### src/rtl/bias_stream_loader.sv
// Streams per-lane bias words into a shadow bank and, on a swap command, commits
// the completed set to the active bank driving q while the previous set stays in use.
module bias_stream_loader #(
   parameter int unsigned N_adder_tree = 16,
   parameter int unsigned BW           = 18
) (
   input  logic                       clk,
   input  logic                       rst_n,
   input  logic                       load_start,
   input  logic                       s_valid,
   output logic                       s_ready,
   input  logic [BW-1:0]              s_data,
   input  logic                       s_last,
   input  logic                       swap,
   output logic                       busy,
   output logic                       full,
   output logic                       err_len,
   output logic [N_adder_tree*BW-1:0] q
);

   localparam int unsigned CntW = (N_adder_tree > 1) ? $clog2(N_adder_tree) : 1;
   localparam logic [CntW-1:0] LastLane = CntW'(N_adder_tree - 1);

   typedef enum logic [1:0] {StIdle, StLoad, StFull} state_e;

   state_e                     state_q, state_d;
   logic [CntW-1:0]            cnt_q, cnt_d;
   logic [N_adder_tree*BW-1:0] shadow_q, shadow_d;
   logic [N_adder_tree*BW-1:0] q_q, q_d;
   logic                       err_q, err_d;
   logic                       ready_q, ready_d;
   logic                       busy_q, busy_d;
   logic                       full_q, full_d;
   logic                       accept;

   always_comb begin
      state_d  = state_q;
      cnt_d    = cnt_q;
      shadow_d = shadow_q;
      q_d      = q_q;
      err_d    = err_q;
      accept   = s_valid && (state_q == StLoad);

      unique case (state_q)
         StIdle: begin
            if (load_start) begin
               state_d = StLoad;
               cnt_d   = '0;
               err_d   = 1'b0;
            end
         end
         StLoad: begin
            if (accept) begin
               shadow_d[cnt_q*BW +: BW] = s_data;
               cnt_d = cnt_q + 1'b1;
               if (cnt_q == LastLane) begin
                  // An over-long set still fills every lane; the surplus is refused.
                  state_d = StFull;
                  if (!s_last) err_d = 1'b1;
               end else if (s_last) begin
                  state_d = StIdle;
                  err_d   = 1'b1;
               end
            end
         end
         StFull: begin
            // swap wins over a simultaneous load_start, which is simply dropped.
            if (swap) begin
               q_d     = shadow_q;
               state_d = StIdle;
            end
         end
         default: state_d = StIdle;
      endcase

      ready_d = (state_d == StLoad);
      busy_d  = (state_d == StLoad);
      full_d  = (state_d == StFull);
   end

   always_ff @(posedge clk or negedge rst_n) begin
      if (!rst_n) begin
         state_q  <= StIdle;
         cnt_q    <= '0;
         shadow_q <= '0;
         q_q      <= '0;
         err_q    <= 1'b0;
         ready_q  <= 1'b0;
         busy_q   <= 1'b0;
         full_q   <= 1'b0;
      end else begin
         state_q  <= state_d;
         cnt_q    <= cnt_d;
         shadow_q <= shadow_d;
         q_q      <= q_d;
         err_q    <= err_d;
         ready_q  <= ready_d;
         busy_q   <= busy_d;
         full_q   <= full_d;
      end
   end

   assign s_ready = ready_q;
   assign busy    = busy_q;
   assign full    = full_q;
   assign err_len = err_q;
   assign q       = q_q;

endmodule
### config.mk
export PLATFORM = sky130hd
export DESIGN_NAME = bias_stream_loader
export DESIGN_NICKNAME = d
export VERILOG_FILES = /design/src/rtl/bias_stream_loader.sv
export SDC_FILE = /design/constraint.sdc
export NUM_CORES = 1
export LEC_CHECK = 0
export CORE_MARGIN = 2
export CORE_UTILIZATION = 40
export CTS_BUF_LIST = sky130_fd_sc_hd__clkbuf_8
export CTS_CLUSTER_SIZE = 12
export DETAILED_ROUTE_END_ITERATION = 8
export HOLD_SLACK_MARGIN = 0.05
export PLACE_DENSITY_LB_ADDON = 0.2
export SLEW_MARGIN = 20
export SYNTH_ARGS = -nofsm -noshare
export SYNTH_HDL_FRONTEND = slang
export SYNTH_SLANG_ARGS = --single-unit
### constraint.sdc
create_clock -name clk -period 7.5 [get_ports clk]
set_input_delay 1.125 -clock clk [delete_from_list [all_inputs] [get_ports clk]]
set_output_delay 1.125 -clock clk [all_outputs]
set_load 0.005 [all_outputs]
==> metrics.txt <==
status=finished clean; largest family of logic cells by synthesized area=multiplexers; P_sw=5.147 mW; met2 Resource Use GR=0.4055; CTS Buffer Depth=3; biggest cell delay along the critical path=620 ps; Total Die Area=0.06718 mm^2; Adder-Cell Fraction of Synth Area=0.002882; GRT Max-Usage Layer=met2; Initial Util=0.4041; Final HPWL DP=58.46 mm; Avg Inst Size Synth=13.19 um^2; largest net degree at the start of global routing=183; Setup TNS Final=0 ps; switching part of the total=0.4524; slowest CP cell=a21oi_2; Max-cap violations=0; Hold Crit Class=input pin to asynchronous set/reset pin; EDFF count, synth=0; Seq cells post-synth=585; Post-Synthesis Cell Area=0.02605 mm^2; Final nets=2348; DRC=0; Post-Synth Simple-Gate Area=0.06960; clock transition at the registers of the reported paths=60 ps; leakage power total=15.15 nW; asr flop ratio synth=1.000; register area share after synthesis=0.5620; r2r setup slk=1730 ps; Synth cell types=89; initial DRC count=1349; final setup vio count=0; total of warnings raised by yosys=0; sequential share of power=0.316; Clock Latency Late Sink=700 ps; CP Cell Sequence=ha_1 -> ha_1 -> ha_1 -> nor3_2 -> nand3_2 -> buf_4 -> inv_2 -> ha_1 -> and4b_1 -> o211ai_1 -> a21oi_2 -> a22oi_1 -> a211oi_1 -> mux2_2; CTS Buf Count=98; antenna diode count=0; Synthesized Nets=2005; post_cts resized=0; Compound-Gate Fraction of Synth Area=0.07224; postcts setup bufs=0; Pwr Density=355.3 mW/mm^2; final worst path period share=0.7693; routing usage on met3=0.04091; chip height=259.2 um; Final ANT Viol Nets=0; Slew Viols, Final=0; root buf cell=clkbuf_8; first-pass GRT wire length=120.3 mm; I/O Pins=316; initial antenna violation count=1; critical path's most frequent cell=ha_1; fin crit period=5770 ps; cells after synthesis=1975; Logic pwr share=0.444; Critical Path End Type=flip-flop; mux cell area share after synthesis=0.2681; DR vias=17877; vias in the first global route=18739; cell internal pwr=6.230 mW; fmax=0.1733 GHz; CP Launch Type=flip-flop; clock sinks=585; first-pass iteration count of the detailed router=6; Setup Crit Path Kind=flip-flop to flip-flop; grt ovf=0; clock power share=0.240; Final Hold Vio Count=0; core area=0.06446 mm^2; ratio of cells with drive above 1 in the final layout=0.3388; hold buffers post-CTS=0; TritonCTS clock tree=done; post-DR wirelength/cell=24.73 um; Final Wtd Congestion=0.9203; xor and xnor area share after synthesis=0.005572; Slew HR=0.1868; IO Port Bufs=315; row count=93; Global Route met1 Usage=0.3034; final setup skew=25.72 ps; crit-path max FO=22; Worst Path Arrival=6340 ps; worst-margin pin slew=1210 ps; total power=11.38 mW; DRT Wirelength=79.98 mm; Vias/cell=5.528; RSZ-0062 raised after global routing=no; top_reg_cell synth=dfrtp_1; Max VDD drop=0.2265 mV; worst path required time=8070 ps; Area growth syn-to-layout=22.93%; Die X=259.2 um; H-tree levels=3; All-Layer GR Usage=0.2384
[synthesized netlist by cell type, drive strengths merged (7+ instances only)]
cell type	number	share of area
mux2	587	0.25
dfrtp	585	0.56
nor2	135	0.020
nand2	98	0.014
o22ai	77	0.018
clkbuf	58	0.0084
a21oi	49	0.0097
buf	45	0.0093
nand3	38	0.0077
o21ai	34	0.0073
nor3	20	0.0057
mux2i	17	0.0065
a22oi	14	0.0040
nand2b	13	0.0031
and2	12	0.0029
inv	12	0.0017
a2bb2oi	11	0.0037
or3	10	0.0024
a21o	9	0.0026
and3	9	0.0022
mux4	9	0.0078
xnor2	8	0.0030
a31oi	7	0.0019
[path summary, 6_finish.rpt]
path                                     from       endpoint  cells after the start
worst max-delay path                 cnt_q[3]  shadow_q[259]                     14
worst min-delay path                    rst_n          q[85]                      1
worst max register to register       cnt_q[3]  shadow_q[259]                     14
worst min register to register  shadow_q[159]         q[159]                      1
max in group asynchronous               rst_n  shadow_q[271]                      2
min in group clk                shadow_q[159]         q[159]                      1
[stage by stage]
| step | hold WS, ps | cells | cell area (um^2) | utilization | setup WS, ps |
|---|---|---|---|---|---|
| after floorplan | 460.2 | 1975 | 26050 | - | 3426 |
| after global placement | 480.8 | 3073 | 30130 | 0.4674 | 2057 |
| after detailed placement | 489.4 | 3073 | 30130 | 0.4674 | 1870 |
| after CTS | 441.2 | 3234 | 32010 | 0.4965 | 1837 |
| after global routing | 485.5 | 3234 | 32020 | 0.4968 | 1407 |
| final | 456.2 | 3234 | 32020 | 0.4968 | 1730 |
[cell usage in the layout (no fill, tap or decap), types with 11 or more instances in the layout]
cell type | Yosys | layout
mux2_2 | 585 | 585
dfrtp_1 | 585 | 584
clkdlybuf4s50_1 | 0 | 314
nor2_1 | 132 | 132
clkbuf_8 | 0 | 119
nand2_1 | 97 | 97
o22ai_1 | 77 | 77
a21oi_1 | 47 | 47
nand3_1 | 36 | 36
inv_1 | 11 | 36
o21ai_0 | 28 | 28
buf_4 | 7 | 26
mux2i_1 | 17 | 16
a22oi_1 | 14 | 14
nand2b_1 | 13 | 13
nor3_1 | 13 | 13
and2_1 | 11 | 11
a2bb2oi_1 | 11 | 11
[logic make-up (layout without fill, tap and decap cells)]
kind of cell,Yosys count,in the layout
compound gates,265,265
flops,585,585
xor+xnor,14,14
mux,613,613
buf+inv,117,521
simple gates,375,375
fa+ha+maj,6,6
[flip-flops by register name (all words and copies together) (netlist names)]
signal    flops
busy          1
cnt_q         4
err_len       1
full          1
q           288
shadow_q    288
state_q       2
[critical path, delay by kind of cell (launching register included)]
kind / cells / cell delay [ps]
compound gates: 4 / 1540
fa+ha+maj: 4 / 1430
buf+inv: 2 / 560
flops: 1 / 520
mux: 1 / 390
simple gates: 3 / 1190
[layout make-up]
cell class	instances	area, um^2
clock buffer	119	1638
clock inverter	42	242.7
fill	5699	32440
inverter	14	52.55
multi-input combinational	1273	10940
sequential	585	14640
tap	855	1070
timing repair buffer	346	3445
[layer usage]
layer	share of wire	vias up	routed length, um
li1	-	7920	-
met1	0.42	9217	33410
met2	0.49	590	39580
met3	0.051	148	4087
met4	0.036	2	2885
met5	0.00029	-	23
[power by group through the flow]
stage          logic (mW)  registers, mW  clock network [mW]
6_report             5.05           3.60                2.73
5_1_grt              5.31           3.63                2.96
4_1_cts              4.95           3.60                2.82
3_5_place_dp         4.93           3.66                   0
3_3_place_gp         4.93           3.65                   0
2_1_floorplan        2.98           3.56                   0
(Power assumes the default switching activity.)
==> RTL edit, RTL diff (same settings) <==
Add an input register stage for `swap`, with the module's reset; this delays it by one clock. The other inputs are not delayed to match.
--- a/src/rtl/bias_stream_loader.sv
+++ b/src/rtl/bias_stream_loader.sv
@@ -22,6 +22,16 @@
    localparam logic [CntW-1:0] LastLane = CntW'(N_adder_tree - 1);
 
    typedef enum logic [1:0] {StIdle, StLoad, StFull} state_e;
+
+   logic swap_q;
+
+   always_ff @(posedge clk or negedge rst_n) begin
+      if (!rst_n) begin
+         swap_q <= '0;
+      end else begin
+         swap_q <= swap;
+      end
+   end
 
    state_e                     state_q, state_d;
    logic [CntW-1:0]            cnt_q, cnt_d;
@@ -65,7 +75,7 @@
          end
          StFull: begin
             // swap wins over a simultaneous load_start, which is simply dropped.
-            if (swap) begin
+            if (swap_q) begin
                q_d     = shadow_q;
                state_d = StIdle;
             end
Function: no difference found for any inputs over 4 cycles, from zero or initial values and one cycle with rst_n low; that may be too few to reach the edited logic, so the function may still have changed.
==> RTL edit against the unedited design <==
Sequential cell count rose by 1; total power rose by 4.2%; synthesized area barely moved; cell area rose by 0.72%; maximum frequency rose by 4.4%; setup slack improved by 0.24 ns; wire length rose by 0.84%; clock skew rose by 0.025 ns; critical path type unchanged.
==> RTL edit: results (changes against the unedited design) <==
Outcome
  • Status: completed (unchanged)

Routing
  • DRT iter0 DRCs: 1198 (was 1349)
  • Total Routed Length: 80700 um (was 80000 um)
  • DRT Pass-1 Iters: 7 (was 6)
  • Vias per cell: 5.50 (was 5.53)

Global route
  • First-pass GRT wire length: 120000 um (about the same)
  • Largest net degree at the start of global routing: 172 (was 183)
  • GRT Resource Usage Total: 0.238 (about the same)

Power and ir drop
  • Max VDD drop: 220 uV (was 226 uV)
  • Leak Pwr: 0.0153 uW (was 0.0152 uW)

Synthesis
  • Syn_nets: 2006 (was 2005)
  • Adder-cell share of the synthesized area: 0.00288 (about the same)
  • Largest cells by area after synthesis: dfrtp_1 56%, mux2_2 25%, nor2_1 1.9% (unchanged)
  • Synth Area in XOR/XNOR: 0.00557 (about the same)
  • Sequential element share of the synthesized area: 0.562 (about the same)
  • Compound-Gate Fraction of Synth Area: 0.0722 (about the same)
  • Yosys warns: 0 (unchanged)

Place
  • DP Area: 30100 um2 (about the same)
  • Place WS: 2.13 ns (was 1.87 ns)
  • GP Congestion: 0.925 (was 0.920)
  • Hpwl dp: 58500 um (about the same)

Worst setup path
  • Critical Path AT: 6.10 ns (was 6.34 ns)
  • R2R depth: 13 (was 14)
  • Crit path max fanout: 15 (was 22)
  • R2r setup slk: 1.97 ns (was 1.73 ns)
  • Crit path max-delay family: adder cells (was compound AO/OA/AOI/OAI gates)
  • CP max stage delay: 0.58 ns (was 0.62 ns)
  • Cell at the slowest stage of the critical path: nor3_2 (was a21oi_2)

Clock tree
  • Worst-Skew Late Latency: 0.73 ns (was 0.70 ns)
  • CTS buffer count: 97 (was 98)
  • Clock Tree Root: clkbuf_8 (unchanged)

Layout
  • Fill cell count: 5707 (was 5699)
  • Share of cells above drive strength 1: 0.340 (was 0.339)

Min path
  • Worst Hold Class: reg2reg (was in2async)

STA
  • Clk_skew: 0.0505 ns (was 0.0257 ns)
  • Worst-Margin Slew: 1.11 ns (was 1.21 ns)
## RTL edit: cell count changes after synthesis
cell,change
dfrtp_1,+1
## RTL edit: cell type report
| type | instances | area share |
|---|---|---|
| tap | 855 | 0.0332 |
| antenna | 1 | 0.0000776 |
| inverter | 14 | 0.00163 |
| timing repair buffer | 346 | 0.107 |
| clock buffer | 127 | 0.0542 |
| multi-input combinational | 1273 | 0.339 |
| sequential | 586 | 0.455 |
| clock inverter | 50 | 0.0106 |
## RTL edit: power by group
group / internal (uW) / switching (uW)
Combinational: 1410 / 3890
Sequential: 3430 / 179
Clock: 1630 / 1310
Total: 6470 / 5380
## RTL edit: how the worst max path moves through the flow
| stage | end | from | slack, ns |
|---|---|---|---|
| 3_5_place_dp | shadow_q[188] | cnt_q[3] | 2.13 |
| 3_3_place_gp | shadow_q[258] | cnt_q[3] | 2.38 |
| 5_1_grt | shadow_q[258] | cnt_q[1] | 1.67 |
| 6_report | shadow_q[259] | cnt_q[3] | 1.97 |
| 2_1_floorplan | shadow_q[258] | cnt_q[0] | 3.43 |
| 4_1_cts | shadow_q[258] | cnt_q[3] | 2.06 |
## RTL edit: metal layers
metal	GRT usage	wire length (um)	vias up	share of wire
met4	0.0790	2150	0	0.027
met2	0.406	39900	612	0.49
li1	-	-	7926	-
met3	0.0462	4650	124	0.058
met5	0	0	-	0
met1	0.304	34000	9224	0.42
## RTL edit: per-stage QoR
step           instances   util  hold WS, ns
4_1_cts             3250  0.500        0.494
3_5_place_dp        3073  0.467        0.487
2_1_floorplan       1976      -        0.455
3_3_place_gp        3073  0.467        0.481
6_report            3252  0.500        0.490
5_1_grt             3252  0.500        0.514
